[src/rtl/note_spawner_if.sv]
// Note delivery channel between the spawner and the note-scroll renderer.
// Zero latency: wires only.
// A note is transferred on any cycle where note_valid and note_ready are both high.
interface note_spawner_if #(
   parameter int LANES = 5
);
   logic             note_valid;
   logic             note_ready;
   logic [LANES-1:0] note_lanes;

   modport master (output note_valid, output note_lanes, input note_ready);
   modport slave  (input note_valid, input note_lanes, output note_ready);
endinterface

[src/rtl/note_spawner.sv]
// Random fret-lane note generator driven by a free-running Fibonacci LFSR.
// Latency: a spawn tick presents its note on the next clock edge.
// Backpressure: one-entry output register; a note that cannot load is dropped and counted.
module note_spawner #(
   parameter int                LANES  = 5,
   parameter int                LFSR_W = 13,
   parameter logic [LFSR_W-1:0] TAPS   = 13'h100D,
   parameter logic [LFSR_W-1:0] SEED   = 13'h0001,
   parameter int                CNT_W  = 16
) (
   input  logic                Clk,
   input  logic                RESET,
   input  logic                enable,
   input  logic                seed_load,
   input  logic [LFSR_W-1:0]   seed,
   input  logic                spawn_tick,
   input  logic [1:0]          mode,
   input  logic [7:0]          density,
   note_spawner_if.master      out_bus,
   output logic [CNT_W-1:0]    note_count,
   output logic [CNT_W-1:0]    drop_count,
   output logic [LFSR_W-1:0]   lfsr_state
);

   localparam int IDX_W = $clog2(LANES);
   // One extra bit so lane indices and LANES itself compare without overflow.
   localparam logic [IDX_W:0] LANES_V = (IDX_W+1)'(LANES);
   localparam logic [IDX_W:0] ONE_V   = (IDX_W+1)'(1);

   logic [LFSR_W-1:0] lfsr;
   logic              fb;
   logic [IDX_W:0]    idx;
   logic [7:0]        gate;
   logic              density_ok;

   logic [IDX_W:0]    sel_a;
   logic [IDX_W:0]    sel_b;
   logic              use_a;
   logic              use_b;
   logic [LANES-1:0]  cand;

   logic              produce;
   logic              accept;
   logic              load;
   logic              drop;

   logic              valid_q;
   logic [LANES-1:0]  lanes_q;

   assign fb         = ^(lfsr & TAPS);
   assign idx        = {1'b0, lfsr[IDX_W-1:0]};
   assign gate       = lfsr[LFSR_W-1 -: 8];
   assign density_ok = (density == 8'hFF) || (gate < density);

   // LFSR: seed load wins over advance; a zero seed would lock the LFSR, so substitute SEED.
   always_ff @(posedge Clk or negedge RESET) begin
      if (!RESET) begin
         lfsr <= SEED;
      end else if (seed_load) begin
         lfsr <= (seed == '0) ? SEED : seed;
      end else if (enable) begin
         lfsr <= {lfsr[LFSR_W-2:0], fb};
      end
   end

   // Lane mapping from the pre-update LFSR index; an all-zero result means a rest.
   always_comb begin
      use_a = 1'b0;
      use_b = 1'b0;
      sel_a = '0;
      sel_b = '0;
      cand  = '0;
      case (mode)
         2'b01: begin
            if (idx < LANES_V) begin
               use_a = 1'b1;
               use_b = 1'b1;
               sel_a = idx;
               sel_b = (idx == LANES_V - ONE_V) ? '0 : idx + ONE_V;
            end
         end
         2'b10: begin
            // Out-of-range indices fold back into the lane range so this mode never rests.
            use_a = 1'b1;
            sel_a = (idx >= LANES_V) ? idx - LANES_V : idx;
         end
         default: begin
            if (idx < LANES_V) begin
               use_a = 1'b1;
               sel_a = idx;
            end
         end
      endcase
      for (int i = 0; i < LANES; i++) begin
         cand[i] = (use_a && (sel_a == (IDX_W+1)'(i))) ||
                   (use_b && (sel_b == (IDX_W+1)'(i)));
      end
   end

   assign produce = spawn_tick && enable && density_ok && (cand != '0);
   assign accept  = valid_q && out_bus.note_ready;
   assign load    = produce && (!valid_q || out_bus.note_ready);
   assign drop    = produce && !load;

   // Output register: a new note takes priority over clearing after an accept.
   always_ff @(posedge Clk or negedge RESET) begin
      if (!RESET) begin
         valid_q <= 1'b0;
         lanes_q <= '0;
      end else if (load) begin
         valid_q <= 1'b1;
         lanes_q <= cand;
      end else if (accept) begin
         valid_q <= 1'b0;
         lanes_q <= '0;
      end
   end

   // Saturating statistics counters for delivered and dropped notes.
   always_ff @(posedge Clk or negedge RESET) begin
      if (!RESET) begin
         note_count <= '0;
         drop_count <= '0;
      end else begin
         if (accept && (note_count != '1)) begin
            note_count <= note_count + CNT_W'(1);
         end
         if (drop && (drop_count != '1)) begin
            drop_count <= drop_count + CNT_W'(1);
         end
      end
   end

   assign out_bus.note_valid = valid_q;
   assign out_bus.note_lanes = lanes_q;
   assign lfsr_state         = lfsr;

endmodule

[src/flat_wrapper.sv]
// flat-port wrapper written by rule: the top's interface ports become plain ports
module note_spawner_flat 
#(
   parameter int                LANES  = 5,
   parameter int                LFSR_W = 13,
   parameter logic [LFSR_W-1:0] TAPS   = 13'h100D,
   parameter logic [LFSR_W-1:0] SEED   = 13'h0001,
   parameter int                CNT_W  = 16
)
  (Clk, RESET, enable, seed_load, seed, spawn_tick, mode, density, note_count, drop_count, lfsr_state, out_bus_note_valid, out_bus_note_lanes, out_bus_note_ready);
  note_spawner_if #(.LANES(LANES)) out_bus_i ();
  input  logic Clk;
  input  logic RESET;
  input  logic enable;
  input  logic seed_load;
  input  logic [LFSR_W-1:0] seed;
  input  logic spawn_tick;
  input  logic [1:0] mode;
  input  logic [7:0] density;
  output logic [CNT_W-1:0] note_count;
  output logic [CNT_W-1:0] drop_count;
  output logic [LFSR_W-1:0] lfsr_state;
  output wire logic [$bits(out_bus_i.note_valid)-1:0] out_bus_note_valid;
  output wire logic [$bits(out_bus_i.note_lanes)-1:0] out_bus_note_lanes;
  input wire logic [$bits(out_bus_i.note_ready)-1:0] out_bus_note_ready;
  assign out_bus_note_valid = out_bus_i.note_valid;
  assign out_bus_note_lanes = out_bus_i.note_lanes;
  assign out_bus_i.note_ready = out_bus_note_ready;
  note_spawner #(.LANES(LANES), .LFSR_W(LFSR_W), .TAPS(TAPS), .SEED(SEED), .CNT_W(CNT_W)) u_core (.Clk(Clk), .RESET(RESET), .enable(enable), .seed_load(seed_load), .seed(seed), .spawn_tick(spawn_tick), .mode(mode), .density(density), .out_bus(out_bus_i), .note_count(note_count), .drop_count(drop_count), .lfsr_state(lfsr_state));
endmodule
[config.mk]
export PLATFORM = sky130hd
export DESIGN_NAME = note_spawner_flat
export DESIGN_NICKNAME = d
export VERILOG_FILES = /design/src/rtl/note_spawner_if.sv /design/src/rtl/note_spawner.sv /design/src/flat_wrapper.sv
export SDC_FILE = /design/constraint.sdc
export NUM_CORES = 1
export LEC_CHECK = 0
export BUFFER_PORTS_ARGS = -buffer_cell sky130_fd_sc_hd__buf_2
export CORE_AREA = 3 3 70 98
export CTS_CLUSTER_SIZE = 28
export DETAILED_ROUTE_END_ITERATION = 12
export DIE_AREA = 0 0 73 101
export GPL_ROUTABILITY_DRIVEN = 0
export GPL_TIMING_DRIVEN = 0
export PLACE_DENSITY = 0.8
export SYNTH_ARGS = -nofsm -noshare
export SYNTH_HDL_FRONTEND = slang
export SYNTH_SLANG_ARGS = --single-unit
export TNS_END_PERCENT = 100
[constraint.sdc]
create_clock -name Clk -period 3.3 [get_ports Clk]
set_input_delay 0.33 -clock Clk [delete_from_list [all_inputs] [get_ports Clk]]
set_output_delay 0.33 -clock Clk [all_outputs]
set_load 0.02 [all_outputs]
# Word level (Yosys, flattened, before mapping)
# Index checks and enable logic that the tools add are counted.
# op_classes
add_sub_neg	4
mul	0
div	0
n_lt_le_gt_ge	3
eq_ne	14
shifts	0
n_mux	16
bitwise	0
reduce_logical	34
# ops
op	count
two-way mux 13 bit	3
adder 16 x 1 -> 16 bit (second input constant)	2
!= test 16 bit (second input constant)	2
two-way mux 4 bit	5
logical AND 1 bit	18
equality test 4 x 2 -> 1 bit (second input constant)	4
logical NOT 13 bit	1
parity 13 bit	1
two-way mux 5 bit	2
equality test 4 x 1 -> 1 bit (second input constant)	2
equality test 4 x 3 -> 1 bit (second input constant)	2
equality test 8 bit (second input constant)	1
logical NOT 4 bit	2
less-than comparator 8 bit	1
logical OR 1 bit	7
two-way mux 1 bit	5
nonzero test 5 bit	1
adder 3 x 1 -> 4 bit (second input constant)	1
nonzero test 2 bit	2
subtractor 3 x 3 -> 4 bit (second input constant)	1
equality test 3 bit (second input constant)	1
greater-or-equal comparator 3 bit (second input constant)	1
less-than comparator 3 bit (second input constant)	1
two-way mux 3 bit	1
other kinds (3)	4
# totals
ff_bits	51
latchBits	0
mem_bits_rw	0
rom_bits	0
output_inout_bits	51
elab_cells	76
mem_count	0

# Depth between registers and ports, before layout
# logic_depth
ltp_word	13
mapped_depth	14

# Worst setup path before layout
# No wires, ideal clock.
# synth_timing
kind	register to register
from	register u_core.lfsr[0] (netlist: u_core.lfsr_state[0])
to	register u_core.drop_count[13]
t_arrival_ns	2.837
path_slack_ns	0.383
stages_incl_launch_ff	14
n_path_buf	3
cell_sequence	dfstp_2 buf_6 inv_1 ha_1 inv_1 ha_1 clkbuf_1 a21oi_2 a311oi_1 and3_1 o21bai_2 buf_6 nor4_2 xor2_1
# synth_via
elab_chain_len	13
# synth_rtl
element	line	source
start: declaration	note_spawner.sv:30	logic [LFSR_W-1:0] lfsr;
start signal: assignment	note_spawner.sv:60	lfsr <= (seed == '0) ? SEED : seed;
start signal: assignment	note_spawner.sv:62	lfsr <= {lfsr[LFSR_W-2:0], fb};
adder 3 x 1 -> 4 bit / equality test 3 bit (equally long branches)	note_spawner.sv:79	sel_b = (idx == LANES_V - ONE_V) ? '0 : idx + ONE_V;
two-way mux 4 bit	note_spawner.sv:79	
two-way mux 4 bit	note_spawner.sv:75	if (idx < LANES_V) begin
two-way mux 4 bit	note_spawner.sv:73	case (mode)
equality test 4 x 1 -> 1 bit, or another cell as far along	note_spawner.sv:96	(use_b && (sel_b == (IDX_W+1)'(i)));
logical AND 1 bit	note_spawner.sv:96	
logical OR 1 bit	note_spawner.sv:95	cand[i] = (use_a && (sel_a == (IDX_W+1)'(i))) ||
nonzero test 5 bit (*)	note_spawner.sv:100	assign produce = spawn_tick && enable && density_ok && (cand != '0);
logical AND 1 bit (*)	note_spawner.sv:100	
logical AND 1 bit	note_spawner.sv:102	assign load = produce && (!valid_q || out_bus.note_ready);
logical NOT 1 bit	note_spawner.sv:103	assign drop = produce && !load;
logical AND 1 bit (*)	note_spawner.sv:103	
logical AND 1 bit (*)	note_spawner.sv:128	if (drop && (drop_count != '1)) begin
end signal: assignment	note_spawner.sv:129	drop_count <= drop_count + CNT_W'(1);
end: declaration	note_spawner.sv:21	output logic [CNT_W-1:0] drop_count,
# Every way passes the cells marked *; elsewhere a longest branch is shown, timed or not.
# A chain may end at the register's enable or synchronous reset.

# Final worst setup path
# layout_timing
from	register u_core.lfsr[0] (netlist: u_core.lfsr_state[0])
to	register u_core.drop_count[14]
# Same word-level chain as after synthesis.

==> out/metrics.yaml <==
grt:
  grt_max_degree: 52
  grt_pass1_wl_um: 11800
  antenna_found_initial: 0
  grt_pass1_vias: 2641
  overflow: 0
  grt_use_total: 0.200
drt:
  drtIter0Drc: 129
  route.detailed.drc: 0
  ant_nets: 0
  wirelength_um: 7290
  wl_per_cell_um: 15.3
  viasPerCell: 5.66
  dr_total_vias: 2690
  first_pass_iters: 4
synthesis:
  ys_types: 53
  yosysTopAreaCell: "dfrtp_1"
  syn_inst: 318
  ys_top_cells_by_count: "50 x dfrtp_1, 34 x nand2_1, 16 x ha_1, 16 x inv_1, 16 x xor2_1"
  synth_nets: 363
  synth_area_mm2: 0.00310
  ys_seq_area_frac: 0.413
  async_reset_ff_frac: 1.00
  ys.flop_type: "dfrtp_1"
  yosysWarnings: 0
  ys_top_cells_by_area: "dfrtp_1 40%, ha_1 6.5%, mux2i_1 4.5%"
  yosys_register_bits: 51
  yosys.cell_count.top_type: "dfrtp_1"
  syn_area_per_cell_um2: 9.74
  synth_edf_count: 0
  synth_top_area_frac: 0.404
power_and_ir_drop:
  power.internal_mw: 1.10
  pwr-share-clk: 0.231
  p_seq_frac: 0.453
  p_sw_uw: 617
  p_comb_frac: 0.317
  leakagePower_nw: 1.91
  p_sw_frac: 0.359
  p_per_area_mw_per_mm2: 465
  vdd_ir_drop_max_v: 0.000368
die:
  pin_count: 80
  die_x_um: 73
  start_util: 0.502
  core_area_mm2: 0.00617
  die-area_mm2: 0.00737
  die_y_um: 101
  num_rows: 34
clock_network:
  cts_buffers: 5
  cts_tree: "done"
  path_clk_slew_ns: 0.09
  cts.sinks: 51
  cts_root_buf: "clkbuf_8"
  h-tree-depth: 2
  postCtsSetupBuffers: 0
  insertion_delay_ns: 0.30
  clock_tree.buffer_depth: 2
critical_path:
  cp-start-kind: "flip-flop"
  crit_type: "flip-flop to flip-flop"
  path_max_fanout: 10
  end_kind: "flip-flop"
  arrival_ns: 3.36
  cp.required_ns: 3.53
sta:
  slew_headroom: 0.249
  rsz0062_at_grt: "false"
  fin_tns_setup_ns: 0
  post-route-min-period_ns: 3.13
  drv_slew: 0
  max_freq_mhz: 320
  hold_viol_final: 0
  setup_viol: 0
  post-route-period-util: 0.948
  fin_skew_ns: 0.00657
  worst_pin_slew_ns: 1.13
worst_hold_path:
  min_path_type: "input pin to asynchronous set/reset pin"
cells_and_area:
  drive_gt1_frac: 0.263
  antenna_cells: 0
  nNetsFinal: 447
  synthToLayoutAreaGrowth_pct: 19.5
  fill_cells: 569
  final_util: 0.600
placed_design:
  io_buffers: 78
  dp_hpwl_um: 5600
outcome:
  outcome: "finished clean"
job:
  drv_cap: 0
[stage by stage]
step           area (µm²)  power (mW)  std cells  worst slack, ns  hold WS (ns)
2_1_floorplan        3100        1.14        318            0.383        0.0344
3_3_place_gp         3580        1.30        468            0.127         0.461
3_5_place_dp         3580        1.33        468           0.0543         0.467
4_1_cts              3680        1.73        476           0.0252         0.240
5_1_grt              3700        1.82        475          0.00453         0.242
6_report             3700        1.72        475            0.172         0.242
[cell families after synthesis]
kind of cell / after synthesis / share of synthesized area
simple gates: 122 / 0.209
compound gates: 54 / 0.128
flops: 51 / 0.413
xor+xnor: 31 / 0.0877
buf+inv: 27 / 0.0412
mux: 17 / 0.0562
fa+ha+maj: 16 / 0.0646
[power by group through the flow]
stage,sequential (mW),clock [mW],combinational [mW]
after CTS,0.778,0.409,0.541
after floorplan,0.863,0,0.280
after global placement,0.785,0,0.520
after detailed placement,0.790,0,0.539
final,0.779,0.397,0.544
after global routing,0.791,0.433,0.598
[flip-flops by register name, summed over array words and instances, names as in the netlist]
register	count
u_core.drop_count	16
u_core.lfsr_state	13
u_core.note_count	16
u_core.out_bus.note_lanes	5
u_core.out_bus.note_valid	1
[placed cells by master, fill, tap and decap left out, drive strengths merged, types with 2 or more instances in the layout]
master   instances
clkbuf          10
nand2           34
nor2b            2
xnor2           15
mux2i           14
nand3b           2
nor2            15
a211o            3
buf             85
a2111oi          3
nand2b           4
a21oi            3
dfrtp           50
and2b            2
a21o             7
inv             16
nand3           15
and4             3
nand4           11
nor4             7
nor3            15
ha              16
xor2            16
mux2             3
o211ai           3
o21ai           18
and3             6
a22oi            4
a31oi            4
[what timing repair did]
| action | CTS | global route |
|---|---|---|
| gates resized for setup | 0 | 4 |
| hold buffers | 0 | 0 |
| setup endpoints to repair | 0 | 21 |
[layout make-up]
class / count / area, µm² / area share
plain buffers: 10 / 63.8 / 0.0172
clock buffers: 7 / 96.3 / 0.0260
clock inverters: 1 / 7.51 / 0.00203
inverters: 16 / 60.1 / 0.0162
multi-input cells: 240 / 1720 / 0.463
flip-flops and latches: 51 / 1280 / 0.345
well taps: 72 / 90.1 / 0.0243
repair buffers: 78 / 390 / 0.105
[worst paths after layout]
check,startpoint,slack [ns],cells after the start,endpoint
worst max-delay path,u_core.lfsr_state[0],0.17,12,u_core.drop_count[14]
worst min-delay path,RESET,0.24,1,u_core.drop_count[14]
worst max register to register,u_core.lfsr_state[0],0.17,12,u_core.drop_count[14]
worst min register to register,u_core.out_bus.note_lanes[0],0.48,1,u_core.out_bus.note_lanes[0]
max in group asynchronous,RESET,2.36,1,u_core.lfsr_state[12]
min in group Clk,seed[4],0.26,3,u_core.lfsr_state[4]
[layer usage]
layer  vias to the layer above  routed length, µm  GRT usage
met2                        80               3880      0.366
met1                      1291               3070      0.233
met5                         -                  0          0
li1                       1311                  -          -
met3                         8                252     0.0240
met4                         0                 91     0.0739
[critical path, cell delays in order (launching register included)]
cell      delay (ns)
dfstp_2         0.59
buf_6           0.15
inv_1           0.09
ha_1            0.22
inv_1           0.12
ha_2            0.30
a21oi_2         0.09
a311oi_1        0.45
and3_1          0.25
o21bai_2        0.13
buf_6           0.18
nor4_2          0.32
xor2_1          0.17
No activity file was read; power rests on OpenSTA's default activity.
